--- src/rtl/fp16_sched_pkg.sv ---
`default_nettype none
// ==========================================================================
// fp16_sched_pkg - shared widths, latency and tag helper for fp16_mul_sched
// Rev 1.0
// ==========================================================================
package fp16_sched_pkg;
    localparam int FP16_DW      = 16;
    localparam int FP16_MUL_LAT = 6;

    typedef logic [FP16_DW-1:0] fp16_t;

    function automatic int tag_width(input int n);
        return (n > 1) ? $clog2(n) : 1;
    endfunction
endpackage
`default_nettype wire

--- src/rtl/fp16_mult_wrapper.sv ---
`default_nettype none
// ==========================================================================
// fp16_mult_wrapper - FP16 multiply (RNE, subnormals flushed), M_LAT stages
// Rev 1.0
// ==========================================================================
module fp16_mult_wrapper
    import fp16_sched_pkg::*;
#(
    parameter int M_LAT = FP16_MUL_LAT
) (
    input  logic  clk,
    input  logic  rst,
    input  logic  valid_in,
    input  fp16_t i_a,
    input  fp16_t i_b,
    output logic  valid_out,
    output fp16_t o_result
);
    logic [M_LAT-1:0] r_v;
    fp16_t            r_d [M_LAT];

    function automatic fp16_t fp16_mul(input fp16_t a, input fp16_t b);
        logic              s, a_zero, b_zero, a_inf, b_inf, a_nan, b_nan, g, st;
        logic [21:0]       p;
        logic signed [7:0] e;
        logic [10:0]       m;
        logic [11:0]       mr;
        s      = a[15] ^ b[15];
        a_zero = (a[14:10] == 5'd0);
        b_zero = (b[14:10] == 5'd0);
        a_inf  = (a[14:10] == 5'h1f) && (a[9:0] == 10'd0);
        b_inf  = (b[14:10] == 5'h1f) && (b[9:0] == 10'd0);
        a_nan  = (a[14:10] == 5'h1f) && (a[9:0] != 10'd0);
        b_nan  = (b[14:10] == 5'h1f) && (b[9:0] != 10'd0);
        p      = 22'({1'b1, a[9:0]}) * 22'({1'b1, b[9:0]});
        e      = $signed({3'b000, a[14:10]}) + $signed({3'b000, b[14:10]}) - 8'sd15;
        if (p[21]) begin
            m  = p[21:11];
            g  = p[10];
            st = |p[9:0];
            e  = e + 8'sd1;
        end else begin
            m  = p[20:10];
            g  = p[9];
            st = |p[8:0];
        end
        mr = {1'b0, m} + {11'd0, g & (st | m[0])};
        if (mr[11]) begin
            mr = mr >> 1;
            e  = e + 8'sd1;
        end
        if (a_nan || b_nan || (a_inf && b_zero) || (b_inf && a_zero)) fp16_mul = 16'h7E00;
        else if (a_inf || b_inf)                                     fp16_mul = {s, 5'h1f, 10'd0};
        else if (a_zero || b_zero)                                   fp16_mul = {s, 15'd0};
        else if (e >= 8'sd31)                                        fp16_mul = {s, 5'h1f, 10'd0};
        else if (e <= 8'sd0)                                         fp16_mul = {s, 15'd0};
        else                                                         fp16_mul = {s, e[4:0], mr[9:0]};
    endfunction

    always_ff @(posedge clk or negedge rst) begin
        if (!rst) begin
            r_v <= '0;
            for (int k = 0; k < M_LAT; k++) r_d[k] <= '0;
        end else begin
            r_v[0] <= valid_in;
            r_d[0] <= fp16_mul(i_a, i_b);
            for (int k = 1; k < M_LAT; k++) begin
                r_v[k] <= r_v[k-1];
                r_d[k] <= r_d[k-1];
            end
        end
    end

    assign valid_out = r_v[M_LAT-1];
    assign o_result  = r_d[M_LAT-1];
endmodule
`default_nettype wire

--- src/rtl/rr_arbiter.sv ---
`default_nettype none
// ==========================================================================
// rr_arbiter - one-hot round-robin grant with hold and optional fixed prio 0
// Rev 1.0
// ==========================================================================
module rr_arbiter
    import fp16_sched_pkg::*;
#(
    parameter int NREQ    = 4,
    parameter bit PRIO_EN = 1'b0
) (
    input  logic            clk,
    input  logic            rst,
    input  logic [NREQ-1:0] i_req,
    input  logic            i_hold,
    output logic [NREQ-1:0] o_grant
);
    localparam int TW = tag_width(NREQ);

    logic [TW-1:0]   r_ptr;
    logic [TW-1:0]   w_ptr_nxt;
    logic [NREQ-1:0] w_grant;
    logic            w_found;

    // Scan positions ptr, ptr+1, ... and take the first live request.
    always_comb begin
        w_grant = '0;
        w_found = 1'b0;
        if (!i_hold) begin
            if (PRIO_EN && i_req[0]) begin
                w_grant[0] = 1'b1;
                w_found    = 1'b1;
            end
            for (int k = 0; k < NREQ; k++) begin
                for (int i = 0; i < NREQ; i++) begin
                    if (!w_found && i_req[i] && !(PRIO_EN && i == 0)
                        && (((int'(r_ptr) + k) % NREQ) == i)) begin
                        w_grant[i] = 1'b1;
                        w_found    = 1'b1;
                    end
                end
            end
        end
    end

    // A fixed-priority grant to requester 0 leaves the rotation untouched.
    always_comb begin
        w_ptr_nxt = r_ptr;
        for (int i = 0; i < NREQ; i++) begin
            if (w_grant[i] && !(PRIO_EN && i == 0)) begin
                w_ptr_nxt = TW'((i + 1) % NREQ);
            end
        end
    end

    always_ff @(posedge clk or negedge rst) begin
        if (!rst) begin
            r_ptr <= '0;
        end else begin
            r_ptr <= w_ptr_nxt;
        end
    end

    assign o_grant = w_grant;
endmodule
`default_nettype wire

--- src/rtl/fp16_mul_sched.sv ---
`default_nettype none
// ==========================================================================
// fp16_mul_sched - shares one pipelined FP16 multiplier among NREQ requesters;
// FP16_SCHED_PRIO_EN gives requester 0 fixed priority. Rev 1.0
// ==========================================================================
module fp16_mul_sched
    import fp16_sched_pkg::*;
#(
    parameter int NREQ  = 4,
    parameter int DW    = FP16_DW,
    parameter int M_LAT = FP16_MUL_LAT
) (
    input  logic               clk,
    input  logic               rst,
    input  logic [NREQ-1:0]    req_valid,
    output logic [NREQ-1:0]    req_ready,
    input  logic [NREQ*DW-1:0] req_a_flat,
    input  logic [NREQ*DW-1:0] req_b_flat,
    input  logic               hold,
    output logic [NREQ-1:0]    rsp_valid,
    output logic [DW-1:0]      rsp_data,
    output logic               busy,
    output logic               err
);
    localparam int TW = tag_width(NREQ);
`ifdef FP16_SCHED_PRIO_EN
    localparam bit c_PRIO_EN = 1'b1;
`else
    localparam bit c_PRIO_EN = 1'b0;
`endif

    logic [NREQ-1:0]  w_grant;
    logic [DW-1:0]    w_a, w_b;
    logic [TW-1:0]    w_tag;
    logic             r_vin;
    logic [DW-1:0]    r_a, r_b;
    logic [TW-1:0]    r_tag_in;
    logic [M_LAT-1:0] r_tp_v;
    logic [TW-1:0]    r_tp_tag [M_LAT];
    logic             w_mul_vout;
    fp16_t            w_mul_res;
    logic             w_retire;
    logic [NREQ-1:0]  r_rsp_valid;
    logic [DW-1:0]    r_rsp_data;
    logic             r_err;

    rr_arbiter #(
        .NREQ    (NREQ),
        .PRIO_EN (c_PRIO_EN)
    ) u_arb (
        .clk     (clk),
        .rst     (rst),
        .i_req   (req_valid),
        .i_hold  (hold),
        .o_grant (w_grant)
    );

    assign req_ready = w_grant;

    always_comb begin
        w_a   = '0;
        w_b   = '0;
        w_tag = '0;
        for (int i = 0; i < NREQ; i++) begin
            if (w_grant[i]) begin
                w_a   = req_a_flat[(i+1)*DW-1 -: DW];
                w_b   = req_b_flat[(i+1)*DW-1 -: DW];
                w_tag = TW'(i);
            end
        end
    end

    always_ff @(posedge clk or negedge rst) begin
        if (!rst) begin
            r_vin    <= 1'b0;
            r_a      <= '0;
            r_b      <= '0;
            r_tag_in <= '0;
        end else begin
            r_vin <= |w_grant;
            if (|w_grant) begin
                r_a      <= w_a;
                r_b      <= w_b;
                r_tag_in <= w_tag;
            end
        end
    end

    fp16_mult_wrapper #(
        .M_LAT (M_LAT)
    ) u_mul (
        .clk       (clk),
        .rst       (rst),
        .valid_in  (r_vin),
        .i_a       (r_a),
        .i_b       (r_b),
        .valid_out (w_mul_vout),
        .o_result  (w_mul_res)
    );

    // The tag pipe mirrors the multiplier depth so its last stage names the owner.
    assign w_retire = w_mul_vout & r_tp_v[M_LAT-1];

    always_ff @(posedge clk or negedge rst) begin
        if (!rst) begin
            r_tp_v      <= '0;
            for (int k = 0; k < M_LAT; k++) r_tp_tag[k] <= '0;
            r_rsp_valid <= '0;
            r_rsp_data  <= '0;
            r_err       <= 1'b0;
        end else begin
            r_tp_v[0]   <= r_vin;
            r_tp_tag[0] <= r_tag_in;
            for (int k = 1; k < M_LAT; k++) begin
                r_tp_v[k]   <= r_tp_v[k-1];
                r_tp_tag[k] <= r_tp_tag[k-1];
            end
            r_rsp_valid <= w_retire ? (NREQ'(1) << r_tp_tag[M_LAT-1]) : '0;
            if (w_mul_vout) r_rsp_data <= w_mul_res;
            if (w_mul_vout ^ r_tp_v[M_LAT-1]) r_err <= 1'b1;
        end
    end

    assign rsp_valid = r_rsp_valid;
    assign rsp_data  = r_rsp_data;
    assign err       = r_err;
    assign busy      = (|r_tp_v) | r_vin | (|r_rsp_valid);
endmodule
`default_nettype wire
--- config.mk ---
export PLATFORM = sky130hd
export DESIGN_NAME = fp16_mul_sched
export DESIGN_NICKNAME = d
export VERILOG_FILES = /design/src/rtl/fp16_sched_pkg.sv /design/src/rtl/fp16_mult_wrapper.sv /design/src/rtl/rr_arbiter.sv /design/src/rtl/fp16_mul_sched.sv
export SDC_FILE = /design/constraint.sdc
export NUM_CORES = 1
export LEC_CHECK = 0
export CAP_MARGIN = 30
export CORE_MARGIN = 3
export CORE_UTILIZATION = 52
export CTS_BUF_LIST = sky130_fd_sc_hd__clkbuf_8
export DETAILED_ROUTE_END_ITERATION = 10
export PLACE_DENSITY = 0.88
export SKIP_LAST_GASP = 1
export SYNTH_ARGS = -nofsm -noshare
export SYNTH_HDL_FRONTEND = slang
export SYNTH_HIERARCHICAL = 1
export SYNTH_SLANG_ARGS = --single-unit
--- constraint.sdc ---
create_clock -name clk -period 6.62 [get_ports clk]
set_input_delay 0.662 -clock clk [delete_from_list [all_inputs] [get_ports clk]]
set_output_delay 0.662 -clock clk [all_outputs]
set_load 0.05 [all_outputs]
==> impl_metrics.py, run 1 <==
metrics = {
    "logic_synthesis": {
        "synth_top_area_share_pct": 36.65,
        "yosysSeqAreaShare_pct": 36.65,
        "syn_area_per_cell_um2": 10.07,
        "yosys.area.top_type": "dfrtp_1",
        "synth-seq-cells": 178,
        "netlist_area_um2": 12150,
        "synth_top_family_by_area": "adder cells",
        "syn_inst": 1207,
        "synthSimpleGateAreaFrac_pct": 15.54,
        "yosysWarnings": 6,
        "synth_xor_xnor_area_share_pct": 3.089,
        "synth-async-reset-ratio_pct": 100.0,
        "synthAdderAreaFrac_pct": 20.76,
        "syn-num-nets": 1495,
        "synth_compound_area_share_pct": 14.43,
        "synth_enable_flop_cells": 0,
        "synth_ff_type": "dfrtp_1",
        "yosysMostFrequentCell": "dfrtp_1",
        "synth_commonest_cells": "178 x dfrtp_1, 139 x nand2_1, 138 x inv_1",
        "synth.area.top_cells": "dfrtp_1 37%, fa_1 13%, ha_1 7.4%",
        "synth_mux_area_share_pct": 2.018,
        "ys_types": 81,
    },
    "sta": {
        "holdWs_ns": 0.2234,
        "hold_viol_final": 0,
        "max_freq_mhz": 153.7,
        "clock_skew_ns": 0.02320,
        "fin_crit_sh_pct": 98.27,
        "rsz0062_at_grt": "yes",
        "slew_violations": 0,
        "period_needed_ns": 6.506,
        "relSlewSlack_pct": 44.40,
        "finalSetupViolations": 0,
        "tns_ns": 0,
        "tightest_slew_ns": 0.8340,
    },
    "global_route": {
        "grt_pass1_vias": 10381,
        "grt_usage_pct": 24.23,
        "grt_pass1_wl_mm": 49.58,
        "antenna_found_initial": 0,
        "grt_max_degree": 114,
        "grt_overflow": 0,
    },
    "detailed_routing": {
        "wire_per_inst_um": 17.83,
        "wl_met3_mm": 2.158,
        "drcViolationCount": 0,
        "wl_met1_mm": 12.45,
        "dr.pass1.iters": 8,
        "topRoutingLayerUsed": "met4",
        "drt_iter0_drc": 677,
        "via_count": 9969,
        "wl_mm": 31.43,
        "viasPerCell": 5.655,
        "drtAntennaViolNets": 0,
        "wl_met2_mm": 15.93,
    },
    "critical_path": {
        "slowest_delay_ns": 0.55,
        "crit_required_ns": 6.98,
        "end_kind": "flop",
        "r2r_setup_slack_ns": 0.11,
        "slowest_stage": "fa_1",
        "path_buf_inv": 8,
        "critPathLaunchType": "flop",
        "worstPathArrival_ns": 6.87,
        "cp_max_fo": 5,
        "path_class": "reg2reg",
        "cp_top_family": "adder cells",
    },
    "layout": {
        "layout-drive-gt1-share_pct": 19.17,
        "final_util_pct": 68.96,
        "final_nets": 1725,
        "fillers": 1598,
        "synthToLayoutAreaGrowth_pct": 29.25,
        "layoutNonFillerInstCount": 1763,
        "diodes": 0,
    },
    "clock_tree": {
        "cts_hold_buf": 0,
        "path_clk_slew_ns": 0.12,
        "cts_tree": "done",
        "clk_latency_ns": 0.48,
        "cts-buffers-inserted": 17,
        "htree_levels": 4,
        "clock-sinks": 178,
        "root_buffer": "clkbuf_8",
        "clockBufferDepth": 2,
    },
    "die": {
        "core_area_um2": 22780,
        "die-area_um2": 25240,
        "die_w_um": 158.9,
        "io_pins": 161,
        "rows": 55,
        "die_h_um": 158.9,
        "start_util_pct": 53.35,
    },
    "min_path": {
        "hp-class": "in2async",
    },
    "placement": {
        "port_buffers": 160,
        "dpl.hpwl_mm": 23.97,
        "placed_cells": 1702,
        "place_congestion": 0.9513,
    },
    "flow_run": {
        "maxCapViolCount": 0,
    },
    "outcome": {
        "status": "complete, no violations",
    },
}
## registers in the layout (all words and copies together), names as in the netlist
name,count
err,1
r_a,16
r_b,16
r_tag_in,2
r_tp_tag,12
r_tp_v,6
r_vin,1
rsp_data,16
rsp_valid,4
u_arb/r_ptr,2
u_mul/o_result,16
u_mul/r_d,80
u_mul/r_v,6
## final cells by class
cell class,count,area (um2),area share (%)
Sequential cell,178,4472,28.47
Multi-Input combinational cell,812,7268,46.27
Clock inverter,15,209.0,1.330
Clock buffer,17,234.0,1.490
Timing Repair Buffer,288,2608,16.60
Inverter,140,525.5,3.346
Tap cell,313,391.6,2.493
## stage by stage
| step | cell area [um2] | worst slack, ns |
|---|---|---|
| 5_1_grt | 15710 | -0.09789 |
| 3_3_place_gp | 14590 | 0.09744 |
| 4_1_cts | 15090 | -0.01526 |
| 3_5_place_dp | 14590 | -0.1473 |
| 2_1_floorplan | 12260 | 0.003567 |
| 6_report | 15710 | 0.1144 |
## layer usage
metal	global-route usage [%]	vias to the layer above
met2	42.81	416
met3	4.879	80
li1	-	4562
met5	0	-
met1	29.63	4911
met4	8.516	0
## worst reg2reg max path, cell delays in order, from the launching register on
cell	delay [ns]
dfrtp_2	0.42
buf_4	0.13
buf_4	0.13
nand2_1	0.08
fa_1	0.44
inv_1	0.10
fa_1	0.42
fa_2	0.50
fa_1	0.55
inv_1	0.06
fa_1	0.52
inv_1	0.06
ha_4	0.29
and3_4	0.20
nand2_1	0.10
a2111o_1	0.34
nand3_4	0.16
xnor2_4	0.19
buf_4	0.18
nor3_1	0.05
nor4_1	0.38
buf_4	0.20
nor2_1	0.07
xnor2_2	0.26
mux2i_4	0.35
buf_6	0.17
o31ai_1	0.08
## cell families (layout without fill, tap and decap cells)
| group | Yosys count | count (layout) |
|---|---|---|
| xor+xnor | 42 | 42 |
| fa+ha+maj | 153 | 153 |
| buf+inv | 218 | 460 |
| simple gates | 366 | 366 |
| flops | 178 | 178 |
| compound gates | 228 | 229 |
| mux | 22 | 22 |
## worst paths after layout
path                             startpoint                  to  cells after the start
worst min register to register  r_tp_tag[5]         r_tp_tag[3]                      0
min in group clk                r_tp_tag[5]         r_tp_tag[3]                      0
max in group asynchronous               rst              r_b[6]                      2
worst max-delay path                 r_b[7]       u_mul/r_d[89]                     26
worst min-delay path                    rst  u_mul/o_result[15]                      2
worst max register to register       r_b[7]       u_mul/r_d[89]                     26
## cell usage in the layout (no fill, tap or decap), drive strengths merged, types with 35 or more instances in the layout
cell type	instances
nand2	139
dfrtp	178
ha	72
nor2	51
fa	81
and2	42
a21oi	63
clkdlybuf4s50	159
inv	150
o22a	35
buf	129
## timing repair
action                     CTS  global route
setup endpoints to repair   11            15
buffers inserted             4            22
resized for setup           10            99
gates cloned                 0             2
pin swaps                    4            34
Power of run 1 is not shown: default switching activity piles up to over one toggle a cycle in this logic, so the estimate is an artifact.
==> run 2: changes to the inputs <==
GPL_ROUTABILITY_DRIVEN = 1   (was default)
clock period = 5.3 ns   (was 6.62 ns; I/O delays follow)
==> run 2 against run 1 <==
The run now ends with negative setup slack left. Register-to-register slack worse by 1.5 ns. Setup slack worse by 1.5 ns. Non-clock buffer count rose by 96. Via count increased by 6.7%. Sequential cell count is the same. Maximum frequency is 2.2% lower. Final cell count up 5.4%.
==> impl_metrics.py, run 2 (synthesized netlist as in run 1, its figures left out) <==
metrics = {
    "layout": {
        "layout-drive-gt1-share_pct": 25.57,
        "final_common_cell": "buf_4",
        "top_register": "u_mul/r_d",
        "synthToLayoutAreaGrowth_pct": 37.18,
        "final_area_um2": 16670,
        "final_cell_mix": "204 x buf_4, 164 x dfrtp_1, 159 x clkdlybuf4s50_1",
        "diodes": 0,
        "fillers": 1459,
        "largest_register_ffs": 80,
        "final_nets": 1820,
    },
    "critical_path": {
        "cp_top_family": "adder cells",
        "rr_endpoint": "u_mul/r_d[80]",
        "end_kind": "flop",
        "slowest_delay_ns": 0.54,
        "cp_max_fo": 5,
        "critPathLaunchType": "flop",
        "slowest_stage": "fa_1",
        "r2r_setup_slack_ns": -1.35,
        "worstPathArrival_ns": 7.02,
        "ff2ff_path_depth": 25,
        "reg2reg_from": "r_a[8]",
        "path_buf_inv": 7,
        "crit_required_ns": 5.67,
        "path_class": "reg2reg",
    },
    "die": {
        "start_util_pct": 53.35,
        "die-area_um2": 25240,
        "die_w_um": 158.9,
        "rows": 55,
        "die_h_um": 158.9,
        "io_pins": 161,
        "core_area_um2": 22780,
    },
    "clock_tree": {
        "cts_tree": "done",
        "clk_latency_ns": 0.49,
        "htree_levels": 4,
        "root_buffer": "clkbuf_8",
        "cts-buffers-inserted": 17,
        "clock-sinks": 178,
        "clockBufferDepth": 2,
        "path_clk_slew_ns": 0.12,
    },
    "detailed_routing": {
        "wire_per_inst_um": 19.02,
        "dr.pass1.iters": 7,
        "wl_mm": 35.34,
        "drcViolationCount": 0,
        "via_count": 10634,
        "drt_iter0_drc": 793,
        "viasPerCell": 5.723,
        "drtAntennaViolNets": 0,
    },
    "sta": {
        "setup_ws_ns": -1.353,
        "max_freq_mhz": 150.3,
        "tightest_slew_ns": 0.8324,
        "holdWs_ns": 0.07240,
        "hold_viol_final": 0,
        "fin_crit_sh_pct": 125.5,
        "slew_violations": 0,
        "period_needed_ns": 6.653,
        "rsz0062_at_grt": "yes",
        "relSlewSlack_pct": 44.51,
        "clock_skew_ns": 0.01925,
        "finalSetupViolations": 15,
    },
    "global_route": {
        "grt_max_degree": 88,
        "grt_pass1_wl_mm": 56.05,
        "grt_usage_pct": 27.61,
        "grt_pass1_vias": 11151,
        "grt_overflow": 0,
        "antenna_found_initial": 0,
    },
    "placement": {
        "dpl.hpwl_mm": 24.39,
        "placed_area_um2": 15320,
        "place_congestion": 0.9271,
        "dp_slack_ns": -1.457,
        "port_buffers": 160,
    },
    "outcome": {
        "status": "finished with violations",
        "violations": "negative setup slack",
    },
    "flow_run": {
        "maxCapViolCount": 0,
    },
    "min_path": {
        "hp-class": "in2async",
    },
}
-- run 2: cell count changes in the layout (fill, tap and decap cells not counted), moves of 4 or more --
cell | before | now
a21oi_2 | 8 | 12
buf_12 | 0 | 4
buf_4 | 119 | 204
buf_6 | 8 | 15
fa_1 | 77 | 81
fa_2 | 4 | 0
inv_1 | 132 | 127
inv_2 | 8 | 13
nand2_1 | 134 | 127
nand2_2 | 5 | 10
xnor2_1 | 24 | 19
-- run 2: worst max path at each step --
stage          slack, ns  depth (start not counted)             to    from
2_1_floorplan      -0.97                         26  u_mul/r_d[84]  r_b[8]
3_3_place_gp       -1.23                         23  u_mul/r_d[84]  r_a[5]
3_5_place_dp       -1.46                         25  u_mul/r_d[84]  r_a[5]
4_1_cts            -1.09                         28  u_mul/r_d[88]  r_b[4]
5_1_grt            -1.53                         26  u_mul/r_d[88]  r_a[8]
6_report           -1.35                         25  u_mul/r_d[80]  r_a[8]
-- run 2: metal layers --
metal	share of wire [%]	GRT usage, %	vias up
li1	-	-	4749
met2	48	47.06	581
met1	39	34.24	5133
met5	0	0	-
met4	6.0	12.30	0
met3	7.2	5.427	171
-- run 2: cell type report --
type	count	area [um2]	area share, %
inverters	140	525.5	3.152
multi-input cells	811	7403	44.41
clock inverters	15	212.7	1.276
well taps	313	391.6	2.349
clock buffers	17	234.0	1.403
flip-flops and latches	178	4472	26.82
repair buffers	384	3432	20.59
-- run 2: repair_timing --
action	in CTS	in global routing
pin swaps	30	17
hold buffers	0	0
buffers inserted	36	6
endpoints found under the setup margin	15	15
gates resized for setup	88	32
gates cloned	2	0
-- run 2: metrics by stage --
stage                     std cells  utilization (%)  TNS (ns)
after floorplan                1207                -    -14.32
after global placement         1783            67.25    -18.08
after detailed placement       1783            67.25    -19.92
after CTS                      1853            72.39    -15.64
after global routing           1858            73.19    -22.14
final                          1858            73.19    -19.46
Power of run 2 is left out for the same reason.
